==> src/rtl/clksel_sequencer_if.sv <==
// Request/status bundle between the host-side clock-select sequencer and its controller.
// The master side drives the requests; the slave side is the sequencer itself.
interface clksel_sequencer_if;
    logic       fast_req;
    logic       en_hs;
    logic       div_wr;
    logic [1:0] div_wdata;
    logic       err_clr;
    logic       hsclk_selected;
    logic       lsclk_selected;
    logic       hsclk_sel;
    logic [1:0] cpuclk_div_sel;
    logic       cpu_rdy;
    logic       switch_err;
    logic [1:0] state;

    modport master (
        output fast_req, en_hs, div_wr, div_wdata, err_clr, hsclk_selected, lsclk_selected,
        input  hsclk_sel, cpuclk_div_sel, cpu_rdy, switch_err, state
    );

    modport slave (
        input  fast_req, en_hs, div_wr, div_wdata, err_clr, hsclk_selected, lsclk_selected,
        output hsclk_sel, cpuclk_div_sel, cpu_rdy, switch_err, state
    );
endinterface

==> src/rtl/clksel_sequencer.sv <==
// Slow-domain sequencer for clkctrl_phi2: requests the fast clock, stalls the CPU during a switch,
// owns the CPU clock divider and falls back to the slow clock with a sticky error on timeout.
module clksel_sequencer #(
    parameter int unsigned TIMEOUT_CYCLES = 15,
    parameter int unsigned MIN_LS_CYCLES  = 4,
    parameter int unsigned CNT_W          = 4,
    parameter logic [1:0]  RESET_DIV      = 2'b00
) (
    input  logic                lsclk_in,
    input  logic                rst_b,
    clksel_sequencer_if.slave   bus
);

    localparam int unsigned DIV_W = 2;

    typedef enum logic [1:0] {
        LS_RUN = 2'b00,
        TO_HS  = 2'b01,
        HS_RUN = 2'b10,
        TO_LS  = 2'b11
    } state_e;

    state_e             state_q, state_d;
    logic               hsclk_sel_q, hsclk_sel_d;
    logic               cpu_rdy_q, cpu_rdy_d;
    logic               switch_err_q, switch_err_d;
    logic [DIV_W-1:0]   div_q, div_d;
    logic               pend_vld_q, pend_vld_d;
    logic [DIV_W-1:0]   pend_val_q, pend_val_d;
    logic [CNT_W-1:0]   timer_q, timer_d;
    logic [CNT_W-1:0]   holdoff_q, holdoff_d;
    logic               sync1_q, sync2_q;

    logic hs_sel_s;
    logic apply_div, go_hs, timer_exp, hs_done, hs_tmo, go_ls, ls_done, ls_tmo, err_set;

    assign hs_sel_s  = sync2_q;
    assign timer_exp = (timer_q == CNT_W'(TIMEOUT_CYCLES - 1));
    assign apply_div = (state_q == LS_RUN) && pend_vld_q;
    // A pending divider apply takes the cycle; the switch request waits one more.
    assign go_hs     = (state_q == LS_RUN) && !pend_vld_q && bus.en_hs && bus.fast_req &&
                       (holdoff_q == '0) && !switch_err_q;
    assign hs_done   = (state_q == TO_HS) && hs_sel_s;
    assign hs_tmo    = (state_q == TO_HS) && !hs_sel_s && timer_exp;
    assign go_ls     = (state_q == HS_RUN) && (!bus.fast_req || !bus.en_hs);
    assign ls_done   = (state_q == TO_LS) && (bus.lsclk_selected || timer_exp);
    assign ls_tmo    = (state_q == TO_LS) && timer_exp;

    // State register
    always_ff @(posedge lsclk_in or negedge rst_b) begin
        if (!rst_b) state_q <= LS_RUN;
        else        state_q <= state_d;
    end

    // Next-state logic
    always_comb begin
        state_d = state_q;
        case (state_q)
            LS_RUN: if (go_hs)   state_d = TO_HS;
            TO_HS:  if (hs_done) state_d = HS_RUN;
                    else if (hs_tmo) state_d = TO_LS;
            HS_RUN: if (go_ls)   state_d = TO_LS;
            TO_LS:  if (ls_done) state_d = LS_RUN;
            default: state_d = LS_RUN;
        endcase
    end

    // Registered outputs and datapath next values
    always_comb begin
        hsclk_sel_d = hsclk_sel_q;
        cpu_rdy_d   = cpu_rdy_q;
        timer_d     = timer_q;
        holdoff_d   = holdoff_q;
        err_set     = 1'b0;
        case (state_q)
            LS_RUN: begin
                if (holdoff_q != '0) holdoff_d = holdoff_q - CNT_W'(1);
                if (go_hs) begin
                    hsclk_sel_d = 1'b1;
                    cpu_rdy_d   = 1'b0;
                    timer_d     = '0;
                end
            end
            TO_HS: begin
                timer_d = timer_q + CNT_W'(1);
                if (hs_done) begin
                    cpu_rdy_d = 1'b1;
                end else if (hs_tmo) begin
                    hsclk_sel_d = 1'b0;
                    err_set     = 1'b1;
                    timer_d     = '0;
                end
            end
            HS_RUN: begin
                hsclk_sel_d = 1'b1;
                cpu_rdy_d   = 1'b1;
                if (go_ls) begin
                    hsclk_sel_d = 1'b0;
                    cpu_rdy_d   = 1'b0;
                    timer_d     = '0;
                end
            end
            TO_LS: begin
                timer_d = timer_q + CNT_W'(1);
                if (ls_done) begin
                    cpu_rdy_d = 1'b1;
                    holdoff_d = CNT_W'(MIN_LS_CYCLES);
                end
                if (ls_tmo) err_set = 1'b1;
            end
            default: ;
        endcase

        switch_err_d = switch_err_q;
        if (bus.err_clr) switch_err_d = 1'b0;
        if (err_set)     switch_err_d = 1'b1;

        div_d      = div_q;
        pend_vld_d = pend_vld_q;
        pend_val_d = pend_val_q;
        if (apply_div) begin
            div_d      = pend_val_q;
            pend_vld_d = 1'b0;
        end
        // A write in the apply cycle refills the pending slot.
        if (bus.div_wr) begin
            pend_vld_d = 1'b1;
            pend_val_d = bus.div_wdata;
        end
    end

    always_ff @(posedge lsclk_in or negedge rst_b) begin
        if (!rst_b) begin
            hsclk_sel_q  <= 1'b0;
            cpu_rdy_q    <= 1'b1;
            switch_err_q <= 1'b0;
            div_q        <= RESET_DIV;
            pend_vld_q   <= 1'b0;
            pend_val_q   <= '0;
            timer_q      <= '0;
            holdoff_q    <= '0;
            sync1_q      <= 1'b0;
            sync2_q      <= 1'b0;
        end else begin
            hsclk_sel_q  <= hsclk_sel_d;
            cpu_rdy_q    <= cpu_rdy_d;
            switch_err_q <= switch_err_d;
            div_q        <= div_d;
            pend_vld_q   <= pend_vld_d;
            pend_val_q   <= pend_val_d;
            timer_q      <= timer_d;
            holdoff_q    <= holdoff_d;
            sync1_q      <= bus.hsclk_selected;
            sync2_q      <= sync1_q;
        end
    end

    assign bus.hsclk_sel      = hsclk_sel_q;
    assign bus.cpu_rdy        = cpu_rdy_q;
    assign bus.switch_err     = switch_err_q;
    assign bus.cpuclk_div_sel = div_q;
    assign bus.state          = state_q;

endmodule

==> src/flat_wrapper.sv <==
// flat-port wrapper written by rule: the top's interface ports become plain ports
module clksel_sequencer_flat 
#(
    parameter int unsigned TIMEOUT_CYCLES = 15,
    parameter int unsigned MIN_LS_CYCLES  = 4,
    parameter int unsigned CNT_W          = 4,
    parameter logic [1:0]  RESET_DIV      = 2'b00
)
  (lsclk_in, rst_b, bus_fast_req, bus_en_hs, bus_div_wr, bus_div_wdata, bus_err_clr, bus_hsclk_selected, bus_lsclk_selected, bus_hsclk_sel, bus_cpuclk_div_sel, bus_cpu_rdy, bus_switch_err, bus_state);
  clksel_sequencer_if bus_i ();
  input  logic lsclk_in;
  input  logic rst_b;
  input wire logic [$bits(bus_i.fast_req)-1:0] bus_fast_req;
  input wire logic [$bits(bus_i.en_hs)-1:0] bus_en_hs;
  input wire logic [$bits(bus_i.div_wr)-1:0] bus_div_wr;
  input wire logic [$bits(bus_i.div_wdata)-1:0] bus_div_wdata;
  input wire logic [$bits(bus_i.err_clr)-1:0] bus_err_clr;
  input wire logic [$bits(bus_i.hsclk_selected)-1:0] bus_hsclk_selected;
  input wire logic [$bits(bus_i.lsclk_selected)-1:0] bus_lsclk_selected;
  output wire logic [$bits(bus_i.hsclk_sel)-1:0] bus_hsclk_sel;
  output wire logic [$bits(bus_i.cpuclk_div_sel)-1:0] bus_cpuclk_div_sel;
  output wire logic [$bits(bus_i.cpu_rdy)-1:0] bus_cpu_rdy;
  output wire logic [$bits(bus_i.switch_err)-1:0] bus_switch_err;
  output wire logic [$bits(bus_i.state)-1:0] bus_state;
  assign bus_i.fast_req = bus_fast_req;
  assign bus_i.en_hs = bus_en_hs;
  assign bus_i.div_wr = bus_div_wr;
  assign bus_i.div_wdata = bus_div_wdata;
  assign bus_i.err_clr = bus_err_clr;
  assign bus_i.hsclk_selected = bus_hsclk_selected;
  assign bus_i.lsclk_selected = bus_lsclk_selected;
  assign bus_hsclk_sel = bus_i.hsclk_sel;
  assign bus_cpuclk_div_sel = bus_i.cpuclk_div_sel;
  assign bus_cpu_rdy = bus_i.cpu_rdy;
  assign bus_switch_err = bus_i.switch_err;
  assign bus_state = bus_i.state;
  clksel_sequencer #(.TIMEOUT_CYCLES(TIMEOUT_CYCLES), .MIN_LS_CYCLES(MIN_LS_CYCLES), .CNT_W(CNT_W), .RESET_DIV(RESET_DIV)) u_core (.lsclk_in(lsclk_in), .rst_b(rst_b), .bus(bus_i));
endmodule
==> config.mk <==
export PLATFORM = sky130hd
export DESIGN_NAME = clksel_sequencer_flat
export DESIGN_NICKNAME = d
export VERILOG_FILES = /design/src/rtl/clksel_sequencer_if.sv /design/src/rtl/clksel_sequencer.sv /design/src/flat_wrapper.sv
export SDC_FILE = /design/constraint.sdc
export NUM_CORES = 1
export LEC_CHECK = 0
export CAP_MARGIN = 20
export CORE_ASPECT_RATIO = 0.7
export CORE_MARGIN = 2
export CORE_UTILIZATION = 40
export DETAILED_ROUTE_END_ITERATION = 10
export PLACE_DENSITY = 0.59
export SLEW_MARGIN = 20
export SYNTH_ARGS = -nofsm -noshare
export SYNTH_HDL_FRONTEND = slang
export SYNTH_SLANG_ARGS = --single-unit
==> constraint.sdc <==
create_clock -name lsclk_in -period 2.8 [get_ports lsclk_in]
set_input_delay 0.42 -clock lsclk_in [delete_from_list [all_inputs] [get_ports lsclk_in]]
set_output_delay 0.42 -clock lsclk_in [all_outputs]
set_load 0.05 [all_outputs]
==> results.json <==
{
  "synth_largest_area_cell": "dfrtp_1",
  "place.gp.congestion": 0.8391,
  "ys_seq_elements": 20,
  "drc": 0,
  "syn_area_per_cell_um2": 11.04,
  "pin_count": 17,
  "rrSetupSlack_ns": 0.60,
  "grt_pass1_wl_um": 3415,
  "clk_latency_ns": 0.26,
  "leakagePower_nw": 0.6192,
  "syn_area_um2": 1115,
  "cts_hold_buf": 0,
  "drv_cap": 0,
  "cts_setup_buffers": 0,
  "crit_path_end_kind": "flip-flop",
  "clockRootBuffer": "clkbuf_8",
  "num-nets-final": 142,
  "wirelength_um": 2061,
  "whs_path_depth": 0,
  "max_freq_mhz": 454.7,
  "hp-class": "reg2reg",
  "post-route-worst-setup-slack_ns": 0.6007,
  "grt_pass1_vias": 765,
  "path_max_fanout": 7,
  "postLayoutCellArea_um2": 1376,
  "reg2reg_depth": 6,
  "rsz0062_at_grt": "false",
  "netlist_instances": 101,
  "start_util_pct": 43.68,
  "timing.hold.ws_ns": 0.3680,
  "clk_pin_slew_ns": 0.07,
  "worstPathRequired_ns": 2.95,
  "antenna_found_initial": 0,
  "cp-start-kind": "flip-flop",
  "slew-limit-headroom_pct": 66.77,
  "place_inst": 151,
  "clkSinkCount": 20,
  "drt_first_pass_iters": 4,
  "cts_tree": "built",
  "powerDensity_nw_per_um2": 1134,
  "ant_nets": 0,
  "rr_endpoint": "u_core.timer_q[1]",
  "routed_via_density": 5.129,
  "grt_start_max_net_pins": 21,
  "vias": 795,
  "period_share_pct": 78.54,
  "placed_area_um2": 1321,
  "critical_path_class": "reg2reg",
  "die_h_um": 48.17,
  "final_cell_mix": "19 x dfrtp_1, 16 x clkdlybuf4s50_1, 10 x ha_1, 9 x inv_1",
  "fp.dieW_um": 67.10,
  "cts_buffers": 3,
  "yosysUniqueCellTypes": 34,
  "yosys_warnings": 0,
  "placement.setup.worst_slack_ns": 0.6008,
  "core_um2": 2552,
  "yosysSeqAreaShare_pct": 45.01,
  "post_cts_resize_count": 0,
  "status": "finished clean",
  "place_hpwl_um": 1571,
  "n_antenna_cell": 0,
  "rows": 15,
  "r2r_start": "u_core.bus.state[0]",
  "instances_no_fill": 155,
  "ir_drop_v": 0.0005916,
  "tightest_slew_ns": 0.4969,
  "drive_gt1_share_pct": 14.05,
  "syn_nets": 121,
  "synth_top_area_share_pct": 42.65,
  "drv_slew": 0,
  "drtIter0Drc": 93,
  "hold_viol_final": 0,
  "fin_util_pct": 53.92,
  "portBuffers": 16,
  "die_area_um2": 3232,
  "grt_util_all_layers_pct": 14.90,
  "gr-total-overflow": 0,
  "p_total_mw": 1.561,
  "holdPathEnd": "u_core.hs_sel_s",
  "cts_max_level": 1,
  "fin_crit_ns": 2.199,
  "worstHoldStart": "u_core.sync1_q",
  "wl_per_cell_um": 13.30,
  "skew_ns": 0.001170,
  "setup_viol": 0,
  "synthTopCellsByArea": "dfrtp_1 43%, ha_1 11%, mux2_1 4.0%",
  "setup_tns_ns": 0,
  "area_growth_pct": 23.46,
  "mostFrequentLayoutCell": "dfrtp_1",
  "clk_path_buf_depth": 2,
  "cp.arrival_ns": 2.35
}
-- worst max-delay path: stages (launching register included) --
cell and delay (ns):
dfrtp_1 0.43, inv_1 0.16, ha_1 0.34, nand4bb_4 0.16, o41ai_4 0.41, and2_4 0.25, mux2_1 0.32
-- power by group --
group	leakage (nW)	internal (mW)	switching (mW)
Clock	0.0288	0.125	0.0959
Combinational	0.348	0.375	0.495
Sequential	0.243	0.390	0.0793
Total	0.619	0.890	0.671
-- layer usage --
layer  track usage (%)  up-vias  part of all wire (%)
met5                 0        -                     0
met4             3.673        0                     0
met3             4.850        0                   6.5
met2             23.56       21                    43
met1             20.23      372                    51
li1                  -      402                     -
-- worst max path at each step --
stage / from / end / slack [ns] / cells after the start
3_3_place_gp: bus_fast_req / u_core.timer_q[0] / 0.67 / 5
2_1_floorplan: u_core.bus.state[0] / u_core.timer_q[0] / 0.54 / 6
6_report: u_core.bus.state[0] / u_core.timer_q[1] / 0.60 / 6
5_1_grt: u_core.bus.state[1] / u_core.timer_q[1] / 0.46 / 6
3_5_place_dp: u_core.bus.state[0] / u_core.timer_q[1] / 0.60 / 6
4_1_cts: u_core.bus.state[0] / u_core.timer_q[1] / 0.59 / 6
-- cells by family (layout without fill, tap and decap cells) --
kind of cell / after synthesis / count (layout) / synth area share (%)
compound gates: 22 / 22 / 14.81
buf+inv: 10 / 30 / 3.366
mux: 9 / 9 / 9.427
flops: 20 / 20 / 45.01
fa+ha+maj: 10 / 10 / 11.22
simple gates: 30 / 30 / 16.16
-- cells in the mapped netlist --
cell type  instances
dfrtp_1           19
ha_1              10
inv_1              9
nand2_1            7
nor2_1             7
a21oi_1            6
mux2_1             4
mux2_2             4
o21ai_0            4
nand3_1            3
and3_1             2
nor2b_1            2
o211ai_1           2
o22ai_1            2
a21o_1             1
a221o_1            1
a22o_1             1
a31o_2             1
a32o_1             1
and2_4             1
and3_2             1
clkbuf_1           1
dfstp_2            1
mux2_4             1
nand3_2            1
nand4_1            1
nand4b_1           1
nand4bb_4          1
nor3_1             1
nor3b_1            1
o211a_1            1
o21ai_1            1
o41ai_4            1
or2_1              1
-- sequential cells by signal, summed over array words and instances (netlist names) --
signal and flops:
u_core.bus.hsclk_sel 1, u_core.bus.switch_err 1, u_core.bus.cpu_rdy 1, u_core.bus.cpuclk_div_sel 2
u_core.bus.state 2, u_core.timer_q 4, u_core.holdoff_q 4, u_core.pend_vld_q 1
u_core.sync1_q 1, u_core.hs_sel_s 1, u_core.pend_val_q 2
-- layout make-up --
| class | instances | area (um^2) |
|---|---|---|
| sequential | 20 | 501.7 |
| tap | 34 | 42.54 |
| fill | 247 | 1176 |
| multi-input combinational | 71 | 575.6 |
| timing repair buffer | 17 | 167.7 |
| clock buffer | 4 | 55.05 |
| inverter | 9 | 33.78 |
Power figures use the tool's default switching activity.
